**config.mk**
```make
export PLATFORM = sky130hd
export DESIGN_NAME = stack_player
export DESIGN_NICKNAME = d
export VERILOG_FILES = /design/src/rtl/stack_player_pkg.sv /design/src/rtl/stack_player_timer.sv /design/src/rtl/stack_player.sv
export SDC_FILE = /design/constraint.sdc
export NUM_CORES = 1
export LEC_CHECK = 0
export CAP_MARGIN = 20
export CORE_ASPECT_RATIO = 1.5
export CORE_UTILIZATION = 56
export CTS_CLUSTER_SIZE = 40
export DETAILED_ROUTE_END_ITERATION = 6
export PLACE_DENSITY = 0.8
export SYNTH_ARGS = -nofsm -noshare
export SYNTH_HDL_FRONTEND = slang
export SYNTH_HIERARCHICAL = 1
export SYNTH_SLANG_ARGS = --single-unit
```
**constraint.sdc**
```tcl
create_clock -name CLK -period 3.1 [get_ports CLK]
set_input_delay 0.93 -clock CLK [delete_from_list [all_inputs] [get_ports CLK]]
set_output_delay 0.93 -clock CLK [all_outputs]
set_load 0.01 [all_outputs]
```
**src/rtl/stack_player_pkg.sv**
```systemverilog
// Shared definitions for the stack player and the symbol stack it drains.
//   - 3-bit state encoding for the playback FSM
//   - SYMBOL_WIDTH / STACK_DEPTH, common to the stack and the player
//   - sym_onehot(): symbol to one-hot LED pattern
package stack_player_pkg;

    localparam logic [2:0] ST_IDLE   = 3'd0;
    localparam logic [2:0] ST_POP    = 3'd1;
    localparam logic [2:0] ST_LOAD   = 3'd2;
    localparam logic [2:0] ST_ON     = 3'd3;
    localparam logic [2:0] ST_GAP    = 3'd4;
    localparam logic [2:0] ST_FINISH = 3'd5;

    localparam int SYMBOL_WIDTH = 2;
    localparam int STACK_DEPTH  = 16;

    function automatic logic [(1 << SYMBOL_WIDTH)-1:0] sym_onehot(
        input logic [SYMBOL_WIDTH-1:0] sym
    );
        logic [(1 << SYMBOL_WIDTH)-1:0] oh;
        oh      = '0;
        oh[sym] = 1'b1;
        return oh;
    endfunction

endpackage

```
**src/rtl/stack_player_timer.sv**
```systemverilog
// Loadable down-counter with a zero flag.
//   clk, rst_n : clock, asynchronous active-low reset
//   load       : load load_val this cycle (takes priority over counting)
//   load_val   : value to load
//   zero       : count is currently 0
// The count decrements every cycle and parks at 0.
module stack_player_timer #(
    parameter int CNT_WIDTH = 16
) (
    input  logic                 clk,
    input  logic                 rst_n,
    input  logic                 load,
    input  logic [CNT_WIDTH-1:0] load_val,
    output logic                 zero
);

    logic [CNT_WIDTH-1:0] count_q;
    logic [CNT_WIDTH-1:0] count_d;

    always_comb begin
        count_d = count_q;
        if (load) begin
            count_d = load_val;
        end else if (count_q != '0) begin
            count_d = count_q - CNT_WIDTH'(1);
        end
    end

    always_ff @(posedge clk or negedge rst_n) begin
        if (!rst_n) begin
            count_q <= '0;
        end else begin
            count_q <= count_d;
        end
    end

    assign zero = (count_q == '0);

endmodule

```
**src/rtl/stack_player.sv**
```systemverilog
// Stack player: pops 2-bit symbols from the symbol stack and shows each one
// as a one-hot LED pattern for ON_CYCLES, followed by GAP_CYCLES dark.
// Pulses DONE once the stack is found empty.
//   CLK, RST_N   : clock, asynchronous active-low reset
//   START        : single-cycle playback request (ignored while BUSY)
//   ABORT        : return to IDLE at once, no DONE
//   STACK_EMPTY  : registered EMPTY flag of the stack
//   STACK_DATA   : registered DATA_OUT of the stack
//   STACK_POP    : single-cycle pop request
//   LED          : one-hot symbol, 0 when dark
//   BUSY         : high outside IDLE
//   DONE         : one-cycle completion pulse
//   SYM_COUNT    : symbols played since the last accepted START (saturating)
//   TONE         : buzzer square wave while a symbol is lit
// Optional feature macro: STACK_PLAYER_TONE_EN. Without it TONE is tied low
// and no tone divider exists.
// Every output is a flop whose D input is derived from the next state, so the
// outputs line up exactly with the state they belong to.
module stack_player
    import stack_player_pkg::*;
#(
    parameter int DATA_WIDTH  = 2,
    parameter int ON_CYCLES   = 1000,
    parameter int GAP_CYCLES  = 250,
    parameter int CNT_WIDTH   = 16,
    parameter int COUNT_WIDTH = 5,
    parameter int TONE_BASE   = 50
) (
    input  logic                         CLK,
    input  logic                         RST_N,
    input  logic                         START,
    input  logic                         ABORT,
    input  logic                         STACK_EMPTY,
    input  logic [DATA_WIDTH-1:0]        STACK_DATA,
    output logic                         STACK_POP,
    output logic [(1 << DATA_WIDTH)-1:0] LED,
    output logic                         BUSY,
    output logic                         DONE,
    output logic [COUNT_WIDTH-1:0]       SYM_COUNT,
    output logic                         TONE
);

    if (DATA_WIDTH != SYMBOL_WIDTH || ON_CYCLES < 1 || GAP_CYCLES < 1 ||
        TONE_BASE < 1 || ON_CYCLES > (1 << CNT_WIDTH) ||
        GAP_CYCLES > (1 << CNT_WIDTH)) begin : g_bad_params
        $error("stack_player: inconsistent parameters");
    end

    logic [2:0]                  state_q, state_d;
    logic [DATA_WIDTH-1:0]       sym_q, sym_d;
    logic                        pop_q, pop_d;
    logic [(1 << DATA_WIDTH)-1:0] led_q, led_d;
    logic                        busy_q, busy_d;
    logic                        done_q, done_d;
    logic [COUNT_WIDTH-1:0]      cnt_q, cnt_d;

    logic                        tmr_load;
    logic [CNT_WIDTH-1:0]        tmr_val;
    logic                        tmr_zero;

    stack_player_timer #(.CNT_WIDTH(CNT_WIDTH)) u_timer (
        .clk      (CLK),
        .rst_n    (RST_N),
        .load     (tmr_load),
        .load_val (tmr_val),
        .zero     (tmr_zero)
    );

    // State register and all registered outputs.
    always_ff @(posedge CLK or negedge RST_N) begin
        if (!RST_N) begin
            state_q <= ST_IDLE;
            sym_q   <= '0;
            pop_q   <= 1'b0;
            led_q   <= '0;
            busy_q  <= 1'b0;
            done_q  <= 1'b0;
            cnt_q   <= '0;
        end else begin
            state_q <= state_d;
            sym_q   <= sym_d;
            pop_q   <= pop_d;
            led_q   <= led_d;
            busy_q  <= busy_d;
            done_q  <= done_d;
            cnt_q   <= cnt_d;
        end
    end

    // Next state. EMPTY is only trusted in IDLE and at the end of GAP: right
    // after a pop the stack's registered flag has not caught up yet.
    always_comb begin
        state_d = state_q;
        case (state_q)
            ST_IDLE:   if (START) state_d = STACK_EMPTY ? ST_FINISH : ST_POP;
            ST_POP:    state_d = ST_LOAD;
            ST_LOAD:   state_d = ST_ON;
            ST_ON:     if (tmr_zero) state_d = ST_GAP;
            ST_GAP:    if (tmr_zero) state_d = STACK_EMPTY ? ST_FINISH : ST_POP;
            ST_FINISH: state_d = ST_IDLE;
            default:   state_d = ST_IDLE;
        endcase
        // ABORT wins everywhere, including over START in IDLE.
        if (ABORT) begin
            state_d = ST_IDLE;
        end
    end

    // Timer, symbol, counter and output next values.
    always_comb begin
        tmr_load = 1'b0;
        tmr_val  = '0;
        sym_d    = sym_q;
        cnt_d    = cnt_q;

        if (state_q == ST_LOAD) begin
            tmr_load = 1'b1;
            tmr_val  = CNT_WIDTH'(ON_CYCLES - 1);
            sym_d    = STACK_DATA;
        end else if (state_q == ST_ON && tmr_zero) begin
            tmr_load = 1'b1;
            tmr_val  = CNT_WIDTH'(GAP_CYCLES - 1);
        end

        if (state_q == ST_IDLE && state_d != ST_IDLE) begin
            cnt_d = '0;
        end else if (state_q == ST_LOAD && state_d == ST_ON && cnt_q != '1) begin
            cnt_d = cnt_q + COUNT_WIDTH'(1);
        end

        pop_d  = (state_d == ST_POP);
        led_d  = (state_d == ST_ON) ? sym_onehot(sym_d) : '0;
        busy_d = (state_d != ST_IDLE);
        done_d = (state_d == ST_FINISH);
    end

`ifdef STACK_PLAYER_TONE_EN
    logic                 tone_q, tone_d;
    logic                 tone_load;
    logic [CNT_WIDTH-1:0] tone_val;
    logic                 tone_zero;

    stack_player_timer #(.CNT_WIDTH(CNT_WIDTH)) u_tone_div (
        .clk      (CLK),
        .rst_n    (RST_N),
        .load     (tone_load),
        .load_val (tone_val),
        .zero     (tone_zero)
    );

    // Half period is TONE_BASE*(symbol+1); the divider restarts on ON entry
    // so every symbol begins with TONE low.
    always_comb begin
        tone_d    = 1'b0;
        tone_load = 1'b0;
        tone_val  = CNT_WIDTH'(TONE_BASE * (int'(sym_d) + 1) - 1);
        if (state_d == ST_ON) begin
            if (state_q != ST_ON) begin
                tone_load = 1'b1;
            end else if (tone_zero) begin
                tone_load = 1'b1;
                tone_d    = ~tone_q;
            end else begin
                tone_d    = tone_q;
            end
        end
    end

    always_ff @(posedge CLK or negedge RST_N) begin
        if (!RST_N) begin
            tone_q <= 1'b0;
        end else begin
            tone_q <= tone_d;
        end
    end

    assign TONE = tone_q;
`else
    assign TONE = 1'b0;
`endif

    assign STACK_POP = pop_q;
    assign LED       = led_q;
    assign BUSY      = busy_q;
    assign DONE      = done_q;
    assign SYM_COUNT = cnt_q;

endmodule

```
# [Yosys cells after proc, flatten, opt, wreduce, memory -nomap -nowiden]
# Index checks and enable logic that the tools add are counted.
[word_totals] regBits=33 latchBits=0 ram_bits=0 rom_bits=0 in_bits=7 elab_cells=49 mem_count=0
[classes] addsub=2 mul=0 div=0 order_cmp=2 eq_ne=8 n_shift=0 mux=18 bitwise_logic=0 reduce_logical=11
[op_table] cell="16-bit 2-to-1 mux" n=2
[op_table] cell="16-bit logical NOT" n=1
[op_table] cell="16-bit nonzero test" n=1
[op_table] cell="16-bit by 1-bit subtractor with 16-bit output (second input constant)" n=1
[op_table] cell="3-bit 2-to-1 mux" n=5
[op_table] cell="3-bit one-hot mux with 5 select lines" n=1
[op_table] cell="10-bit 2-to-1 mux" n=1
[op_table] cell="5-bit 2-to-1 mux" n=2
[op_table] cell="3-bit by 2-bit == test with 1-bit output (second input constant)" n=3
[op_table] cell="8-bit 2-to-1 mux" n=1
[op_table] cell="3-bit by 1-bit == test with 1-bit output (second input constant)" n=2
[op_table] cell="3-bit == test (second input constant)" n=2
[op_table] cell="5-bit by 1-bit adder with 5-bit output (second input constant)" n=1
[op_table] cell="1-bit logical AND" n=5
[op_table] cell="5-bit != test (second input constant)" n=1
[op_table] cell="4-bit 2-to-1 mux" n=1
[op_table] cell="2-bit nonzero test" n=2
[op_table] cell="3-bit logical NOT" n=1
[op_table] cell="2-bit by 3-bit < comparator with 1-bit output (second input constant)" n=1
[op_table] cell="1-bit 2-to-1 mux" n=3
[op_table] cell="3-bit nonzero test" n=1
[op_table] cell="1-bit demux with 2-bit select" n=1
[op_table] cell="2-bit by 1-bit greater-or-equal comparator with 1-bit output (second input constant)" n=1
[op_table] cell="2-bit 2-to-1 mux" n=1

# [Longest topological paths before layout]
[depth] ltp_word=9 ltp_mapped=11

# [Hierarchy]
# Netlist, hierarchy kept.
[by_module_without_submodules] mod="stack_player_timer" instances=1 cells_per_inst=104 area_each_um2=1006.0 seq_area_each_um2=400.4
[by_module_without_submodules] mod="stack_player" instances=1 cells_per_inst=89 area_each_um2=873.3 seq_area_each_um2=425.4

# [Worst setup path before layout]
# OpenSTA, ideal clock, no wires.
[synth_path] path_type="register -> register" startpoint="register u_timer.count_q[0]" endpoint="register u_timer.count_q[6]" setup_ps=142 arrival_time_ps=2688 required_time_ps=2958 path_slack_ps=270 stages_incl_launch_ff=11 n_path_buf=2 path_cell_list="dfrtp_1 inv_1 ha_1 nor3b_4 nand3_2 nor2_1 inv_1 a21oi_1 clkbuf_1 clkbuf_1 o221ai_1"
[synth_between] elab_chain_cells=5 elab_cells_between_ends=11 cone_classes="add/sub (1); mux (6); reduce/logical (4)"
[synth_lines] item="start: declaration" line_no="stack_player_timer.sv:17" source="logic [CNT_WIDTH-1:0] count_q;"
[synth_lines] item="start signal: assignment" line_no="stack_player_timer.sv:33" source="count_q <= count_d;"
[synth_lines] item="16-bit logical NOT *" line_no="stack_player_timer.sv:37" source="assign zero = (count_q == '0);"
[synth_lines] item="via tmr_zero" line_no="stack_player.sv:59" source="logic tmr_zero;"
[synth_lines] item="1-bit logical AND *" line_no="stack_player.sv:120" source="end else if (state_q == ST_ON && tmr_zero) begin"
[synth_lines] item="1-bit 2-to-1 mux *" line_no="stack_player.sv:120"
[synth_lines] item="1-bit 2-to-1 mux *" line_no="stack_player.sv:116" source="if (state_q == ST_LOAD) begin"
[synth_lines] item="via tmr_load" line_no="stack_player.sv:57" source="logic tmr_load;"
[synth_lines] item="16-bit 2-to-1 mux / 2-bit nonzero test (equally long branches)"
# Mark *: on every way through the listed nets, which the timed path passes. The rest lies on a longest branch. The select of a mux whose other input is x is not followed.
# A chain may end at the register's enable or synchronous reset.

# [Final worst setup path]
[layout_path] startpoint="register u_timer.count_q[1]" endpoint="register u_timer.count_q[13]"
# Same word-level chain as after synthesis.

==> impl_results.md <==
- Layout cell share with drive strength beyond 1: roughly 11%
- Most common cell in the netlist: dfrtp_1
- Area grow syn2layout: 18.97%
- Crit Path Class: reg2reg
- Synth area leaders: dfrtp_1 (44%), nand2b_1 (4.0%), nand2_1 (3.8%)
- Total track usage: 24.99%
- CP startpoint: u_timer/count_q[1]
- Drt drc: 0
- Req. time, crit path: 3.33 ns
- Root Driver: clkbuf_8
- Vias per cell: 5.854
- Total chip power: about 1.7 mW
- # setup viols final: 0
- Clock Skews: 0.01306 ns
- Reg2reg start: u_timer/count_q[1]
- Arr. time, crit path: 2.75 ns
- Startpoint types: flop
- Max FO, Critical Path: 38
- # Post-CTS Setup Buffers: 0
- Num ports: 20
- # rows: 25
- Leak: 0.9560 nW
- Power Density: between 700 and 800 nW/µm²
- GRT overflow: 0
- Max-slew headroom: a little over half
- Tmin final: ~2.5 ns
- DP Area: 2121 µm²
- Gpl congestion: 0.8653
- 1st-iter DRT viols: 75
- Worst-Margin Slew: 0.7054 ns
- Synth async-reset ratio: 100.0%
- Port bufs: 18
- Antenna violations before repair: 0
- Layout Nets: 230
- Final Hold Fails: 0
- Final Max Slew Viols: 0
- Synth Warn #: 6
- Core footprint: about 3200 µm²
- Met3 Use GR: 5.417%
- Largest net degree at the start of global routing: 39
- Post-synth top area share: between 40% and 50%
- Pre-antenna DRT Iters: 4
- Global route hottest layer: met2
- First-pass GRT wire length: 6803 µm
- Number of max-cap violations: 0
- Worst VDD drop: about 0.00063 V
- TNS Setup: 0 ns
- Die footprint: ~3600 µm²
- Clk buf depth: 2
- Hold_sp: SYM_COUNT[4]
- H-tree depth: 2
- Ant. Diodes: 0
- Clk_lat worst skew: 0.30 ns
- EDFF count, synth: 0
- Cells after Synth: around 190
- Initial Utilization: 58.90%
- Seq/Total Area, Yosys: a little over two fifths
- CTS tree: done
- Num CTS Buffers: 5
- Number of global-route vias before repair: 1518
- # hold bufs at CTS: 0
- M2 GR Usage: 45.36%
- Met1 Usage GRT: 28.09%
- Status: finished, final reports clean
- Design area: 2236 µm²
- Die span in y: 72.95 µm
- Fillers: 241
- Worst-path clk slew: 0.08 ns
- Top cells by count, synth: dfrtp_1 (33), nand2_1 (19), nor2_1 (17), nand2b_1 (12)
- Drt total wl: just under 4000 µm
- Fin util: 70.08%
- Routed len/inst: 15.09 µm
- Mapped Area: 1879 µm²
- Clock sink total: 33
- Syn avg cell area: 9.737 µm²
- Register-to-Register Path Depth: 11
- Horiz. Die Dim: 49.30 µm
- Cts repair resizes: 0
- Fmax achieved: approximately 400 MHz
- Post-route antenna net violation count: 0
- Most used DFF post-synth: dfrtp_1
- Synth area leader: dfrtp_1
- Yosys reg bits: 33
- Post-synthesis cell type count: a little under 50
- Hold crit path type: reg2reg
- Detailed Place HPWL: approximately 2800 µm
- RSZ-0062 raised after global routing: no
- Fin crit share: 81.06%
- Hold Path Stages: 2
- Vias: 1528
- Crit. End Element: flop
registers in the layout, indices dropped and copies added (netlist names):
signal and flops:
SYM_COUNT 5, BUSY 1, state_q 3, LED 4, u_timer/count_q 16, DONE 1, sym_q 2, STACK_POP 1
where the power goes:
group          internal (mW)  switching, mW  total [mW]
logic                  0.295          0.278       0.573
clock network          0.241          0.173       0.414
registers              0.566          0.173       0.739
total                   1.10          0.624        1.73
worst max-delay path: stages, from the launching register on:
cell,delay [ns]
dfrtp_1,0.41
inv_1,0.09
ha_1,0.19
nor3b_4,0.20
buf_4,0.19
nand3_2,0.13
nor2_1,0.18
inv_1,0.10
a21oi_2,0.13
buf_4,0.32
or3_1,0.31
o211a_1,0.19
final timing paths:
check,slack (ns),endpoint
worst max-delay path,0.59,u_timer/count_q[13]
worst min-delay path,0.56,SYM_COUNT[4]
worst max register to register,0.59,u_timer/count_q[13]
worst min register to register,0.56,SYM_COUNT[4]
max in group asynchronous,1.75,u_timer/count_q[0]
min in group asynchronous,1.04,u_timer/count_q[5]
cell usage in the layout (no fill, tap or decap), types with 7 or more instances in the layout:
cell,synthesis,final
nand2_1,19,19
xnor2_1,8,8
conb_1,1,7
clkdlybuf4s50_1,0,18
dfrtp_1,33,33
a21oi_1,8,7
inv_1,7,7
nand2b_1,12,12
o21ai_0,7,7
nor2_1,17,17
cell families (layout without fill, tap and decap cells):
group,count (synthesis),after routing,share of synthesized area [%]
compound gates,37,37,14.05
xor+xnor,11,11,5.127
fa+ha+maj,3,3,1.998
buf+inv,16,38,4.194
flops,33,33,43.94
mux,3,3,1.598
other cells,1,7,0.1995
simple gates,89,89,28.90
metrics by stage:
step | setup slack (ns) | hold WS (ns) | std cells
final | 0.5871 | 0.5580 | 261
after global routing | 0.4092 | 0.5947 | 261
after CTS | 0.6169 | 0.5679 | 261
after detailed placement | 0.6653 | 0.5520 | 253
after global placement | 0.7282 | 0.5230 | 253
after floorplan | 0.2703 | 0.5044 | 199
area by class of cell:
class	count	area, µm²	area share, %
Multi-Input combinational cell	150	1001	44.77
Sequential cell	33	825.8	36.93
Clock buffer	5	68.82	3.078
Timing Repair Buffer	23	217.7	9.737
Clock inverter	3	46.29	2.071
Tap cell	40	50.05	2.238
Inverter	7	26.28	1.175
layer usage:
layer	vias up	share of wire, %
met1	757	39
li1	727	-
met2	36	56
met4	0	1.8
met3	8	3.4
met5	-	0
No activity file was read; power rests on OpenSTA's default activity.
